### src/rtl/trip_control.sv
// trip_control: run/pause/clear controller for the trip timing block.
// Turns button edges and wheel activity into timing enable/reset controls.
module trip_control #(
    parameter int unsigned AUTO_PAUSE_SEC = 4
) (
    input  logic       clock,
    input  logic       reset,
    input  logic       btn_start,
    input  logic       btn_clear,
    input  logic       wheel_pulse,
    input  logic       sec_pulse,
    input  logic       half_sec_pulse,
    output logic       timing_enable,
    output logic       timing_reset,
    output logic [1:0] run_state,
    output logic       blink
);

    typedef enum logic [1:0] {
        STOPPED     = 2'b00,
        RUNNING     = 2'b01,
        PAUSED      = 2'b10,
        AUTO_PAUSED = 2'b11
    } state_t;

    localparam logic [3:0] IDLE_LAST = 4'(AUTO_PAUSE_SEC - 1);

    state_t     state;
    state_t     state_next;
    logic       start_prev;
    logic       clear_prev;
    logic       start_edge;
    logic       clear_edge;
    logic       clear_accept;
    logic       idle_expired;
    logic [3:0] idle_cnt;

    assign start_edge   = btn_start & ~start_prev;
    assign clear_edge   = btn_clear & ~clear_prev;
    assign idle_expired = sec_pulse & ~wheel_pulse & (idle_cnt == IDLE_LAST);

    always_ff @(posedge clock) begin
        if (reset) begin
            state      <= STOPPED;
            start_prev <= 1'b0;
            clear_prev <= 1'b0;
        end else begin
            state      <= state_next;
            start_prev <= btn_start;
            clear_prev <= btn_clear;
        end
    end

    always_comb begin
        state_next   = state;
        clear_accept = 1'b0;
        unique case (state)
            STOPPED: begin
                if (clear_edge) begin
                    clear_accept = 1'b1;
                end else if (start_edge) begin
                    state_next = RUNNING;
                end
            end
            RUNNING: begin
                if (start_edge) begin
                    state_next = PAUSED;
                end else if (idle_expired) begin
                    state_next = AUTO_PAUSED;
                end
            end
            PAUSED: begin
                if (clear_edge) begin
                    clear_accept = 1'b1;
                    state_next   = STOPPED;
                end else if (start_edge) begin
                    state_next = RUNNING;
                end
            end
            AUTO_PAUSED: begin
                if (start_edge) begin
                    state_next = PAUSED;
                end else if (wheel_pulse) begin
                    state_next = RUNNING;
                end
            end
            default: state_next = STOPPED;
        endcase
    end

    always_comb begin
        timing_enable = (state == RUNNING);
        run_state     = state;
    end

    // Counter is held at zero outside RUNNING, so every entry starts fresh.
    always_ff @(posedge clock) begin
        if (reset) begin
            idle_cnt <= 4'd0;
        end else if (state != RUNNING || wheel_pulse) begin
            idle_cnt <= 4'd0;
        end else if (sec_pulse) begin
            idle_cnt <= idle_cnt + 4'd1;
        end
    end

    always_ff @(posedge clock) begin
        if (reset) begin
            timing_reset <= 1'b0;
        end else begin
            timing_reset <= clear_accept;
        end
    end

    always_ff @(posedge clock) begin
        if (reset) begin
            blink <= 1'b0;
        end else if (state_next != state) begin
            blink <= 1'b0;
        end else if (state == PAUSED || state == AUTO_PAUSED) begin
            if (half_sec_pulse) begin
                blink <= ~blink;
            end
        end else begin
            blink <= 1'b0;
        end
    end

endmodule

### config.mk
export PLATFORM = sky130hd
export DESIGN_NAME = trip_control
export DESIGN_NICKNAME = d
export VERILOG_FILES = /design/src/rtl/trip_control.sv
export SDC_FILE = /design/constraint.sdc
export NUM_CORES = 1
export LEC_CHECK = 0
export CORE_AREA = 3 3 46 48
export CTS_CLUSTER_DIAMETER = 40
export DETAILED_ROUTE_END_ITERATION = 8
export DIE_AREA = 0 0 49 51
export GPL_ROUTABILITY_DRIVEN = 0
export GPL_TIMING_DRIVEN = 0
export HOLD_SLACK_MARGIN = 0.03
export RECOVER_POWER = 100
export SLEW_MARGIN = 15
export SYNTH_ARGS = -nofsm -noshare
export SYNTH_HDL_FRONTEND = slang
export SYNTH_SLANG_ARGS = --single-unit
### constraint.sdc
create_clock -name clock -period 2.4 [get_ports clock]
set_clock_uncertainty 0.15 [all_clocks]
set_input_delay 0.24 -clock clock [delete_from_list [all_inputs] [get_ports clock]]
set_output_delay 0.24 -clock clock [all_outputs]
set_load 0.02 [all_outputs]
# ---- Yosys cells after proc, flatten, opt, wreduce, memory -nomap -nowiden
# Cells that the tools add are included.
dict set report totals {
  regBits 10
  in_bits 7
  output_inout_bits 5
  elab_cells 39
}
dict set report op_classes {
  addsub 1
  eq_ne 6
  muxes 9
  n_bitwise 10
  reduce_logical 7
}
# cell n
set ops {}
lappend ops {{$mux 2} 7}
lappend ops {{$pmux 2 s4} 1}
lappend ops {{$not 1->1} 6}
lappend ops {{$reduce_or 2->1} 3}
lappend ops {{$add 4x1->4 const B} 1}
lappend ops {{$and 1x1->1} 4}
lappend ops {{$eq 2x2->1 const B} 2}
lappend ops {{$eq 4x2->1 const B} 1}
lappend ops {{$reduce_or 3->1} 1}
lappend ops {{$eq 2x1->1 const B} 1}
lappend ops {{$logic_not 2->1} 1}
lappend ops {{$logic_or 1x1->1} 2}
lappend ops {{$ne 2x1->1 const B} 1}
lappend ops {{$ne 2x2->1} 1}
lappend ops {{$mux 1} 1}

# ---- Logic depth before layout (Yosys ltp)
# Gate-level depths: netlist of the first run.
dict set report logic_depth {
  ltp_word 8
  depth_mapped 4
  mapped_depth_nobuf 4
}

# ---- Worst setup path before layout of the first run
# OpenSTA, ideal clock, no wires.
dict set report synth_path {
  path_type {reg2reg}
  from {register state[0] (netlist: run_state[0])}
  to {register blink}
  setup_ps 74
  arrival_ps 1339
  t_required_ps 2176
  slack_ps 837
  path_stages_with_launch 4
  path_buffers 0
  synth_period_minus_slack_ps 1563
  cell_sequence {dfxtp_1 > nor3b_2 > or4b_1 > a31oi_1}
}
dict set report synth_via {
  elab_chain_cells 5
  word_cells_on_any_way 16
  classes_between {eq/ne (4); mux (8); bitwise (1); reduce/logical (3)}
}
# element line
set synth_rtl {}
lappend synth_rtl {{from (decl)} 28} ;# state_t state;
lappend synth_rtl {{from (signal assigned)} 48} ;# state <= state_next;
lappend synth_rtl {{$mux 2 (on tied branches) (2 in series)} --}
lappend synth_rtl {{$pmux 2 s4} 57} ;# unique case (state)
lappend synth_rtl {{$ne 2x2->1} 118} ;# end else if (state_next != state) begin
lappend synth_rtl {{$reduce_or 3->1 (no source line) (*)} --}
lappend synth_rtl {{to (signal assigned)} 122} ;# blink <= ~blink;
lappend synth_rtl {{to (decl)} 16} ;# output logic blink
# Every way passes the cells marked *; elsewhere a longest branch is shown, timed or not.
# A chain may end at the register's enable or synchronous reset.

# ---- Worst setup path in the final report of the first run
dict set report layout_path {
  from {register state[0] (netlist: run_state[0])}
  to {output port timing_enable}
}
dict set report layout_via {
  elab_chain_cells 1
}
# element line
set layout_rtl {}
lappend layout_rtl {{$eq 2x1->1} 92} ;# timing_enable = (state == RUNNING);
lappend layout_rtl {{to (decl)} 13} ;# output logic timing_enable,
# Every way passes these cells.

==> results.ini, run 1 <==
[run_status]
status=completed

[pwr]
p_sw_frac=0.218
power.share.clock=0.415
peakVddDrop_mv=0.334
internal_power_mw=0.283
power_frac_comb=0.104
pwr-share-seq=0.481
pwr_density_cell_nw_per_um2=611
power.leakage_nw=0.230
switching_power_mw=0.0789

[layout]
final_area_um2=593
n_antenna_cell=0
final_common_cell=dfxtp_1
fin_cells=83
layout_common_cells=10 x dfxtp_1, 7 x dlygate4sd3_1, 5 x nor2b_1
final_layout_size_suffix_gt1_frac=0.0690
area_delta_synth_final_pct=41.1
finalNetCount=67

[synth]
seq_area_frac_synth=0.476
synth_cell_types=21
ys_ff_latch=10
synth_nets=51
synthCells=43
synth-warning-count=0
post_synth.cell_area_avg_um2=9.78
syn_area_um2=420

[floorplanning]
die_y_um=51
fp.dieW_um=49
die_area_um2=2500
initial_core_util=0.241
core_um2=1750
rows=15
io_pins=12

[route]
wl_per_cell_um=9.70
routed_wl_um=805
drt-vias-per-instance=4.10
vias=340
final_antenna_net_count=0
drc=0
drt-initial-drc-count=3
firstDrtPassIters=3

[sta]
fmax_mhz=523
fin_crit_ns=1.91
finalHoldViolCount=0
tightest_slew_ns=0.274
finalMaxSlewViolations=0
relSlewSlack=0.816
tns_ns=0
setup_violations=0
rsz0062_at_grt=false
finalCritPeriodShare=0.797

[clocking]
clock_latency_ns=0.26
clock_tree.buffer_depth=2
hold_buffers=0
cts_tree=yes
ctsResizeCount=0
cts_inserted_buffers=3
clk_pin_slew_ns=0.07
clockRootBuffer=clkbuf_4
post_cts_buffers=0
htree_levels=1
cts.sinks=10

[global_route]
antenna_found_initial=0
grt.overflow.total=0
first_global_vias=308
grt.total_usage=0.0718
grt_first_pass_wirelength_um=1310
grt_max_degree=10

[job]
maxCapViolations=0

[worst_setup_path]
arrival_ns=1.52
start_kind=flop
worstPathRequired_ns=2.01
cp_max_fo=9
path_class=reg2out
cp-end-kind=primary output

[place]
dpl.cell_count=79
place_area_um2=562
port_buffers=11
dpl.hpwl_um=623

[hold_path]
hp-class=reg2reg

[worst max-delay path, cell delays in order (launching register included)]
cell	delay (ns)
dfxtp_1	0.44
nor2b_1	0.15
dlygate4sd3_1	0.67
[flip-flops by register name (all words and copies together), names as in the netlist]
register and flops:
run_state 2, start_prev 1, timing_reset 1, blink 1
idle_cnt 4, clear_prev 1
[routing by layer]
metal  GRT usage  part of all wire  vias up
li1            -                 -      179
met2      0.0950              0.35       16
met1      0.0870              0.51      145
met5           0                 0        -
met4      0.0142                 0        0
met3      0.0612              0.13        0
[through the flow]
stage / utilization / setup slack (ns) / total power [mW] / hold WS, ns
after detailed placement: 0.322 / 0.543 / 0.218 / 0.341
final: 0.340 / 0.488 / 0.362 / 0.365
after floorplan: - / 0.837 / 0.196 / 0.159
after CTS: 0.343 / 0.537 / 0.373 / 0.365
after global placement: 0.322 / 0.561 / 0.218 / 0.342
after global routing: 0.340 / 0.398 / 0.380 / 0.383
[layout make-up]
type                       count  area (um^2)
tap                           25         31.3
inverter                       1         3.75
multi-input combinational     32          211
clock buffer                   4         36.3
fill                         189         1150
sequential                    10          200
timing repair buffer          11          110
[power by group through the flow]
stage / clock network [mW] / logic, mW / registers, mW
3_3_place_gp: 0 / 0.0402 / 0.178
3_5_place_dp: 0 / 0.0401 / 0.178
4_1_cts: 0.158 / 0.0405 / 0.174
6_report: 0.150 / 0.0376 / 0.174
5_1_grt: 0.164 / 0.0412 / 0.175
2_1_floorplan: 0 / 0.0148 / 0.181
[final timing paths]
| kind | cells past startpoint | from | to | slack [ns] |
|---|---|---|---|---|
| worst min register to register | 2 | idle_cnt[3] | idle_cnt[3] | 0.37 |
| worst max register to register | 3 | run_state[0] | blink | 0.81 |
| worst max-delay path | 2 | run_state[0] | timing_enable | 0.49 |
| worst min-delay path | 2 | idle_cnt[3] | idle_cnt[3] | 0.37 |
[cell usage after synthesis, drive strengths merged]
| cell type | count | area [um^2] |
|---|---|---|
| nor3b | 2 | 20.0 |
| nand4 | 1 | 6.26 |
| xor2 | 3 | 26.3 |
| or4b | 1 | 10.0 |
| nor3 | 1 | 5.00 |
| ha | 1 | 12.5 |
| xnor2 | 1 | 8.76 |
| a21oi | 1 | 5.00 |
| nand2b | 2 | 12.5 |
| nand4b | 1 | 8.76 |
| nand3b | 1 | 7.51 |
| o2111ai | 1 | 8.76 |
| nor2b | 5 | 31.3 |
| o21ai | 1 | 5.00 |
| a31oi | 2 | 12.5 |
| nand2 | 3 | 11.3 |
| mux2i | 1 | 10.0 |
| inv | 1 | 3.75 |
| nor2 | 4 | 15.0 |
| dfxtp | 10 | 200 |
[cells by family after synthesis]
family | after synthesis | share of synthesized area
AOI/OAI and AO/OA | 5 | 0.0744
DFF | 10 | 0.476
xor gates and xnor gates | 4 | 0.0833
muxes | 1 | 0.0238
adders and majority gates | 1 | 0.0298
and+or+nand+nor | 21 | 0.304
buffers and inverters | 1 | 0.00892
(Power assumes the default switching activity.)
==> run 2: changes to the inputs <==
==> constraint.sdc (replaced) <==
create_clock -name clock -period 1.9 [get_ports clock]
set_clock_uncertainty 0.15 [all_clocks]
set_input_delay 0.19 -clock clock [delete_from_list [all_inputs] [get_ports clock]]
set_output_delay 0.19 -clock clock [all_outputs]
set_load 0.02 [all_outputs]
==> run 2 against run 1 <==
- critical endpoint unchanged
- sequential power up 26%
- flip-flop and latch count is the same
- via count is the same
- combinational power grew 30%
- wire length grew 0.12%
==> results.ini, run 2 (same netlist as run 1, synthesis figures left out) <==
[route]
met1_length_um=409  ; -0.49%
drt-initial-drc-count=3  ; unchanged
wl_per_cell_um=9.71  ; +0.12%
highest_layer=met3
met3_length_um=108  ; unchanged
met2_length_um=289  ; +1.4%
final_antenna_net_count=0  ; unchanged
drt-vias-per-instance=4.10  ; unchanged
drc=0  ; unchanged
firstDrtPassIters=3  ; unchanged
routed_wl_um=806  ; +0.12%
vias=340  ; unchanged

[floorplanning]
rows=15  ; unchanged
die_area_um2=2500  ; unchanged
die_y_um=51  ; unchanged
fp.dieW_um=49  ; unchanged
io_pins=12  ; unchanged
core_um2=1750  ; unchanged
initial_core_util=0.241  ; unchanged

[sta]
finalCritPeriodShare=0.946
finalHoldViolCount=0  ; unchanged
setup_violations=0  ; unchanged
relSlewSlack=0.811  ; -0.00420
fmax_mhz=557
setup_ws_ns=0.104  ; -0.385 ns
finalMaxSlewViolations=0  ; unchanged
tightest_slew_ns=0.280  ; +0.00624 ns
tns_ns=0  ; unchanged
fin_crit_ns=1.80
rsz0062_at_grt=false

[global_route]
grt_first_pass_wirelength_um=1310  ; unchanged
grt.total_usage=0.0718  ; unchanged
first_global_vias=308  ; unchanged
antenna_found_initial=0  ; unchanged
grt.overflow.total=0  ; unchanged
grt_max_degree=10  ; unchanged

[worst_setup_path]
max_stage_delay_ns=0.60  ; -0.07 ns
cp_max_fo=9  ; unchanged
cp-end-kind=primary output
cp_slowest_cell=clkdlybuf4s50_1
start_kind=flop
arrival_ns=1.46  ; -0.06 ns
path_class=reg2out
crit_path_cell_trace=nor2b_1, clkdlybuf4s50_1
worstPathRequired_ns=1.56  ; -0.45 ns

[clocking]
clockRootBuffer=clkbuf_4
cts_inserted_buffers=3  ; unchanged
clk_pin_slew_ns=0.07  ; about the same
post_cts_buffers=0  ; unchanged
clock_tree.buffer_depth=2  ; unchanged
htree_levels=1  ; unchanged
clock_latency_ns=0.26  ; about the same
cts_tree=yes
cts.sinks=10  ; unchanged
hold_buffers=0  ; unchanged
ctsResizeCount=0  ; unchanged

[pwr]
pwr_density_cell_nw_per_um2=767  ; +26%
peakVddDrop_mv=0.423  ; +27%
power.leakage_nw=0.229  ; -0.15%

[place]
port_buffers=11  ; unchanged
pre_cts_ws_ns=0.0926  ; -0.450 ns
dpl.hpwl_um=623  ; unchanged

[layout]
n_antenna_cell=0  ; unchanged
regMostFlops=idle_cnt
finalNetCount=67  ; unchanged
final_common_cell=dfxtp_1
area_delta_synth_final_pct=42.3
largest_reg_flops=4  ; unchanged
final_layout_size_suffix_gt1_frac=0.0862  ; +0.0172
layout_common_cells=10 x dfxtp_1, 6 x dlygate4sd3_1, 5 x nor2b_1, 5 x clkdlybuf4s50_1, 4 x nor2_1

[run_status]
status=completed

[hold_path]
hp-class=reg2reg

[job]
maxCapViolations=0  ; unchanged

==> run 2: cell type report <==
cell class | count | area (um^2)
clock buffers | 4 | 36.3
repair buffers | 11 | 110
flip-flops and latches | 10 | 200
well taps | 25 | 31.3
inverters | 1 | 3.75
fillers | 188 | 1150
multi-input cells | 32 | 216
==> run 2: per-stage QoR <==
stage	std cells	hold slack, ns	instance area [um^2]	utilization	power (mW)
after global routing	83	0.383	598	0.343	0.481
after CTS	83	0.365	598	0.343	0.471
final	83	0.365	598	0.343	0.459
after detailed placement	79	0.341	562	0.322	0.276
after global placement	79	0.342	562	0.322	0.276
after floorplan	43	0.109	420	-	0.247
==> run 2: where the power goes <==
group	leakage [nW]	internal, mW	switching [mW]
logic	0.127	0.0270	0.0217
registers	0.0815	0.215	0.00490
clock network	0.0210	0.116	0.0734
total	0.229	0.359	0.100
==> run 2: worst paths after layout <==
kind                              startpoint  cells after the start  slack (ns)             to
worst min register to register   idle_cnt[3]                      2        0.37    idle_cnt[3]
worst min-delay path             idle_cnt[3]                      2        0.37    idle_cnt[3]
worst max register to register   idle_cnt[0]                      4        0.35          blink
worst max-delay path            run_state[0]                      2        0.10  timing_enable
==> run 2: layer usage <==
layer	GRT usage	up-vias
li1	-	179
met5	0	-
met2	0.0950	16
met1	0.0870	145
met3	0.0612	0
met4	0.0142	0
==> run 2: critical path, delay by kind of cell (launching register included) <==
kind | cells | cell delay (ns)
flip-flops | 1 | 0.44
AND/OR/NAND/NOR | 1 | 0.15
buffers and inverters | 1 | 0.60
